===== config.mk =====
export PLATFORM = sky130hd
export DESIGN_NAME = demux
export DESIGN_NICKNAME = d
export VERILOG_FILES = /design/src/rtl/demux_pkg.sv /design/src/rtl/demux_serializer.sv /design/src/rtl/demux.sv
export SDC_FILE = /design/constraint.sdc
export NUM_CORES = 1
export LEC_CHECK = 0
export BUFFER_PORTS_ARGS = -buffer_cell sky130_fd_sc_hd__buf_2
export CAP_MARGIN = 20
export CELL_PAD_IN_SITES_DETAIL_PLACEMENT = 1
export CELL_PAD_IN_SITES_GLOBAL_PLACEMENT = 1
export CORE_MARGIN = 2
export CORE_UTILIZATION = 43
export CTS_BUF_LIST = sky130_fd_sc_hd__clkbuf_4
export DETAILED_ROUTE_END_ITERATION = 10
export PLACE_DENSITY_LB_ADDON = 0.08
export SETUP_SLACK_MARGIN = 0.5
export SLEW_MARGIN = 5
export SYNTH_ARGS = -nofsm -noshare
export SYNTH_HDL_FRONTEND = slang
export SYNTH_SLANG_ARGS = --single-unit

===== constraint.sdc =====
create_clock -name clk -period 3.8 [get_ports clk]
set_input_delay 0.57 -clock clk [delete_from_list [all_inputs] [get_ports clk]]
set_output_delay 0.57 -clock clk [all_outputs]
set_load 0.03 [all_outputs]

===== src/rtl/demux_pkg.sv =====
// Shared definitions for the ingress demux and the output selector that merges the decryptor streams.
// Holds channel select codes, the serializer state encoding and the byte-count derivation.
package demux_pkg;

   localparam logic [1:0] SEL_CAESAR  = 2'd0;
   localparam logic [1:0] SEL_SCYTALE = 2'd1;
   localparam logic [1:0] SEL_ZIGZAG  = 2'd2;
   localparam logic [1:0] SEL_NONE    = 2'd3;

   typedef enum logic {
      IDLE  = 1'b0,
      SHIFT = 1'b1
   } demux_state_e;

   function automatic int calc_num_bytes(input int mst_dwidth, input int sys_dwidth);
      return mst_dwidth / sys_dwidth;
   endfunction

endpackage


===== src/rtl/demux_serializer.sv =====
// Word-to-byte serializer: shift register, byte counter and ingress handshake.
// DEMUX_LSB_FIRST_EN selects LSB-first byte order; the default build emits MSB-first.
//
// state | meaning
// IDLE  | no word held, ready for a new word
// SHIFT | emitting byte[cnt_q]; ready again on the last byte for zero-bubble reload
module demux_serializer
   import demux_pkg::*;
#(
   parameter int MST_DWIDTH = 32,
   parameter int SYS_DWIDTH = 8
) (
   input  logic                  clk,
   input  logic                  rst_n,
   input  logic                  valid_i,
   input  logic [MST_DWIDTH-1:0] data_i,
   output logic                  ready_o,
   output logic                  accept,
   output logic [SYS_DWIDTH-1:0] byte_data,
   output logic                  byte_valid,
   output logic                  last
);

   localparam int NUM_BYTES = calc_num_bytes(MST_DWIDTH, SYS_DWIDTH);
   localparam int CNT_W     = $clog2(NUM_BYTES);

   demux_state_e          state_q, state_d;
   logic [CNT_W-1:0]      cnt_q, cnt_d;
   logic [MST_DWIDTH-1:0] shift_q, shift_d;

   assign last       = (state_q == SHIFT) && (cnt_q == CNT_W'(NUM_BYTES - 1));
   assign ready_o    = (state_q == IDLE) || last;
   assign accept     = valid_i && ready_o;
   assign byte_valid = (state_q == SHIFT);

`ifdef DEMUX_LSB_FIRST_EN
   assign byte_data = shift_q[SYS_DWIDTH-1:0];
`else
   assign byte_data = shift_q[MST_DWIDTH-1 -: SYS_DWIDTH];
`endif

   always_ff @(posedge clk) begin
      if (!rst_n) begin
         state_q <= IDLE;
         cnt_q   <= '0;
         shift_q <= '0;
      end else begin
         state_q <= state_d;
         cnt_q   <= cnt_d;
         shift_q <= shift_d;
      end
   end

   always_comb begin
      state_d = state_q;
      cnt_d   = cnt_q;
      shift_d = shift_q;
      case (state_q)
         IDLE: begin
            cnt_d = '0;
         end
         SHIFT: begin
`ifdef DEMUX_LSB_FIRST_EN
            shift_d = shift_q >> SYS_DWIDTH;
`else
            shift_d = shift_q << SYS_DWIDTH;
`endif
            cnt_d = cnt_q + 1'b1;
            if (last) begin
               state_d = IDLE;
               cnt_d   = '0;
            end
         end
      endcase
      // An acceptance on the last byte overrides the return to IDLE.
      if (accept) begin
         state_d = SHIFT;
         cnt_d   = '0;
         shift_d = data_i;
      end
   end

endmodule


===== src/rtl/demux.sv =====
// Ingress demux: serializes accepted words and routes each byte to the captured decryptor channel.
// Byte order follows DEMUX_LSB_FIRST_EN inside the serializer; routing is identical in both builds.
module demux
   import demux_pkg::*;
#(
   parameter int MST_DWIDTH = 32,
   parameter int SYS_DWIDTH = 8
) (
   input  logic                  clk,
   input  logic                  rst_n,
   input  logic [1:0]            select,
   input  logic [MST_DWIDTH-1:0] data_i,
   input  logic                  valid_i,
   output logic                  ready_o,
   output logic [SYS_DWIDTH-1:0] data0_o,
   output logic                  valid0_o,
   output logic [SYS_DWIDTH-1:0] data1_o,
   output logic                  valid1_o,
   output logic [SYS_DWIDTH-1:0] data2_o,
   output logic                  valid2_o
);

   logic                  accept;
   logic [SYS_DWIDTH-1:0] byte_data;
   logic                  byte_valid;
   logic                  last;
   logic                  unused_last;
   logic [1:0]            sel_q;
   logic                  hit0, hit1, hit2;

   demux_serializer #(
      .MST_DWIDTH (MST_DWIDTH),
      .SYS_DWIDTH (SYS_DWIDTH)
   ) u_serializer (
      .clk        (clk),
      .rst_n      (rst_n),
      .valid_i    (valid_i),
      .data_i     (data_i),
      .ready_o    (ready_o),
      .accept     (accept),
      .byte_data  (byte_data),
      .byte_valid (byte_valid),
      .last       (last)
   );

   // Word-end marker is not needed for routing; the handshake already folds it into ready_o.
   assign unused_last = last;

   // SEL_NONE matches no channel, so a dropped word keeps every output at zero.
   assign hit0 = byte_valid && (sel_q == SEL_CAESAR);
   assign hit1 = byte_valid && (sel_q == SEL_SCYTALE);
   assign hit2 = byte_valid && (sel_q == SEL_ZIGZAG);

   always_ff @(posedge clk) begin
      if (!rst_n) begin
         sel_q    <= SEL_CAESAR;
         data0_o  <= '0;
         valid0_o <= 1'b0;
         data1_o  <= '0;
         valid1_o <= 1'b0;
         data2_o  <= '0;
         valid2_o <= 1'b0;
      end else begin
         if (accept) sel_q <= select;
         valid0_o <= hit0;
         valid1_o <= hit1;
         valid2_o <= hit2;
         data0_o  <= hit0 ? byte_data : '0;
         data1_o  <= hit1 ? byte_data : '0;
         data2_o  <= hit2 ? byte_data : '0;
      end
   end

endmodule


Yosys cells after proc, flatten, opt, wreduce, memory -nomap -nowiden:

Index checks and enable logic that the tools add are counted.

* bits in registers: 64
* input bits: 37

* bitwise gates (word level): 2
* reductions and logical operators: 12
* equal/unequal tests: 3
* add/sub/neg operators: 1
* multiplexer cells: 7

Operators with widths (count)
* $mux W32: 2
* $reduce_and A2 Y1: 3
* $logic_and A1 B1 Y1: 5
* $eq A2 B2 Y1 const B: 2
* $pmux W2 S2: 1
* $mux W1: 3
* $add A2 B1 Y2 const B: 1
* $eq A2 B1 Y1 const B: 1
* $logic_not A2 Y1: 1
* $mux W2: 1
* $not A1 Y1: 2
* $reduce_bool A2 Y1: 1
* $reduce_or A2 Y1: 1
* $logic_or A1 B1 Y1: 1

Longest topological paths before layout:

* word-level depth: 5
* mapped depth: 7
* gate-level depth less buffers: 5

Cells and area by module:

Synthesis repeated with hierarchy kept, for this count alone.

* cells, all modules: 261
* area total of the unflattened synthesis: 2568.7 um^2

By module, submodules not included
* demux_serializer: seq. area each 700.7 um^2, area each 1757.9 um^2, cells an instance 184, instances 1
* demux: seq. area each 580.6 um^2, area each 810.8 um^2, cells an instance 77, instances 1

Worst setup path after synthesis:

No wires, ideal clock.

* path kind: flip-flop to output port
* start: register u_serializer.cnt_q[0]
* end: output port ready_o
* data arrival time: 0.982 ns
* slack: 2.248 ns
* cell stages (with the launch flop): 6
* path through: dfxtp_1 -> ha_1 -> nor2b_1 -> buf_6 -> inv_4 -> buf_2

* word-level cells in the longest chain between the ends: 3

Ends and longest elaborated chain
* start: declaration: line demux_serializer.sv:28 `logic [CNT_W-1:0] cnt_q, cnt_d;`
* start signal: assignment: line demux_serializer.sv:49 `cnt_q <= cnt_d;`
* $eq A2 B2 Y1: line demux_serializer.sv:31 `assign last = (state_q == SHIFT) && (cnt_q == CNT_W'(NUM_BYTES - 1));`
* $logic_and A1 B1 Y1: line demux_serializer.sv:31
* $logic_or A1 B1 Y1: line demux_serializer.sv:32 `assign ready_o = (state_q == IDLE) || last;`
* end: declaration: line demux.sv:14 `output logic ready_o,`

Every way passes these cells.

Final worst setup path:

Same ends and word-level chain as after synthesis.

==> metrics.txt <==
status=finished, final reports clean; router iterations before antenna repair=4; # rows=26; crit path time final=1.974 ns; Post-Syn Area=0.002276 mm²; Area Growth Syn to Fin=21.72%; skew final=0.009245 ns; slowest stage cell, crit path=dfxtp_1; worst min path class=in -> reg; clk_lat worst skew=0.40 ns; clk slew on worst S/H paths=0.11 ns; first-pass GRT wire length=9.142 mm; clk buf depth=2; RSZ-0062 raised after global routing=false; Synth cell types=26; drt via density=5.110; fmax=0.5066 GHz; Synth area leaders=dfxtp_1, a211oi_1, and2_1; setup TNS=0 ns; GP Congestion=0.7202; Antenna diodes=0; register bit total from synthesis=64; worst endpoint required time=3.23 ns; crit path cell chain=ha_1 -> nor2b_2 -> inv_4 -> buf_2; root buf cell=clkbuf_4; Gate Count Post-Synth=238; final core utilization=0.5424; drt drc=0; HP Start=select[0]; final setup fails=0; I/O pin count=65; syn avg cell area=9.563 µm²; max-slew violations=0; maxcap violations=0; CP Capture Type=output pin; core footprint=0.005107 mm²; GRT Total Usage=0.1958; initial cell density of the core=0.4456; DR vias=1906; CP startpoint kind=flop; CTS Buf Count=9; Max-slew headroom=0.3313; Post-Syn Nets=276; # fillers=605; crit path kind=reg -> out; Post-CTS Hold Fix Bufs=0; Die W=76.75 µm; Die ar.=0.005891 mm²; DP HPWL=3.368 mm; Post-Route WL=5.213 mm; Lkg Pwr=1.193 nW; slowest stage delay, CP=0.33 ns; PD cells=491.5 mW/mm²; reg2reg path depth=4; multi-input logic area=898.4 µm²; initial antenna violation count=0; Max FO, Critical Path=14; Yosys Warn Count=0; H-tree depth=3; hold depth=3; GRT Residual Overflow=0; register area share after synthesis=0.5629; CTS Sinks=64; CTS tree=built; Die H=76.75 µm; IO buf count=64; final net count=336; tightest hold margin=0.4218 ns; Cell Count, Final, Fillers Out=373; top cell type by total area after synthesis=dfxtp_1; worst r2r src=u_serializer.byte_valid; VDD IR max=0.3199 mV; Yosys top cell area share=0.5629; CP arrival=1.40 ns; Fin. Hold Viols=0; Register Area=0.001281 mm²; Most used DFF post-synth=dfxtp_1; share of cells above drive strength 1=0.2937; placed insts=357; post-layout power=1.362 mW; setup bufs post-CTS=0; CTS resizes=0; vias in the first global route=1886; Post-synth EDFFs=0; asr flop ratio synth=0; initial drt markers=77; antenna-violating nets left=0; Crit. Startpoint=u_serializer.cnt_q[0]; largest net degree at the start of global routing=28; Slew @ Worst Pin=1.002 ns; wire length per cell=13.98 µm; period utilization=0.5194
worst paths after layout:
check                       endpoint  slack, ns
max                          ready_o       1.83
min                         sel_q[0]       0.42
max reg2reg  u_serializer.shift_q[3]       2.14
min reg2reg    u_serializer.cnt_q[0]       0.45
cell families (layout without fill, tap and decap cells):
logic type / Yosys count / after routing / share of synthesized area
DFF: 64 / 64 / 0.5629
AOI/OAI and AO/OA: 61 / 61 / 0.1737
adders and majority gates: 1 / 1 / 0.005497
and+or+nand+nor: 92 / 92 / 0.2144
buffers and inverters: 20 / 85 / 0.04343
cell usage after synthesis, drive strengths merged, types with 2 or more instances:
cell type and count:
dfxtp 64, nor2 33, nor3 26, o21ai 26, a211oi 24, and2 24, buf 10, a32oi 8
clkbuf 7, a21oi 3, inv 3, nand2 2, nand3 2, nor3b 2
critical path, delay by kind of cell, from the launching register on:
family | cells | cell delay [ns]
adders and majority gates | 1 | 0.20
DFF | 1 | 0.33
and+or+nand+nor | 1 | 0.17
buffers and inverters | 2 | 0.29
report_power, final:
group	total, mW	switching (mW)	internal [mW]
sequential	0.724	0.0201	0.704
combinational	0.135	0.0835	0.0510
clock	0.503	0.242	0.261
total	1.36	0.346	1.02
registers in the layout, indices dropped and copies added (netlist names):
register and flops:
u_serializer.shift_q 32, valid2_o 1, valid0_o 1, u_serializer.byte_valid 1, data2_o 8, data0_o 8
data1_o 8, u_serializer.cnt_q 2, sel_q 2, valid1_o 1
through the flow:
step	setup WS, ns	cell area (µm²)
6_report	1.826	2770
3_3_place_gp	1.761	2616
2_1_floorplan	2.248	2276
4_1_cts	1.809	2770
5_1_grt	1.735	2770
3_5_place_dp	1.704	2616
metal layers:
layer | track usage | routed length (µm)
met5 | 0 | 0
met4 | 0.09818 | 99
met3 | 0.04353 | 258
met2 | 0.3044 | 2360
met1 | 0.2559 | 2494
cell usage in the layout (no fill, tap or decap), drive strengths merged, types with 4 or more instances in the layout:
cell type,instances
clkinv,4
a32oi,8
and2,24
nor2,33
nor3,26
dfxtp,64
a211oi,24
o21ai,26
clkbuf,9
buf,66
area by class of cell:
cell class	count	area share
repair buffers	66	0.1210
well taps	70	0.03162
clock buffers	9	0.02439
multi-input cells	154	0.3243
clock inverters	7	0.03117
inverters	3	0.004968
flip-flops and latches	64	0.4625
No activity file was read; power rests on OpenSTA's default activity.
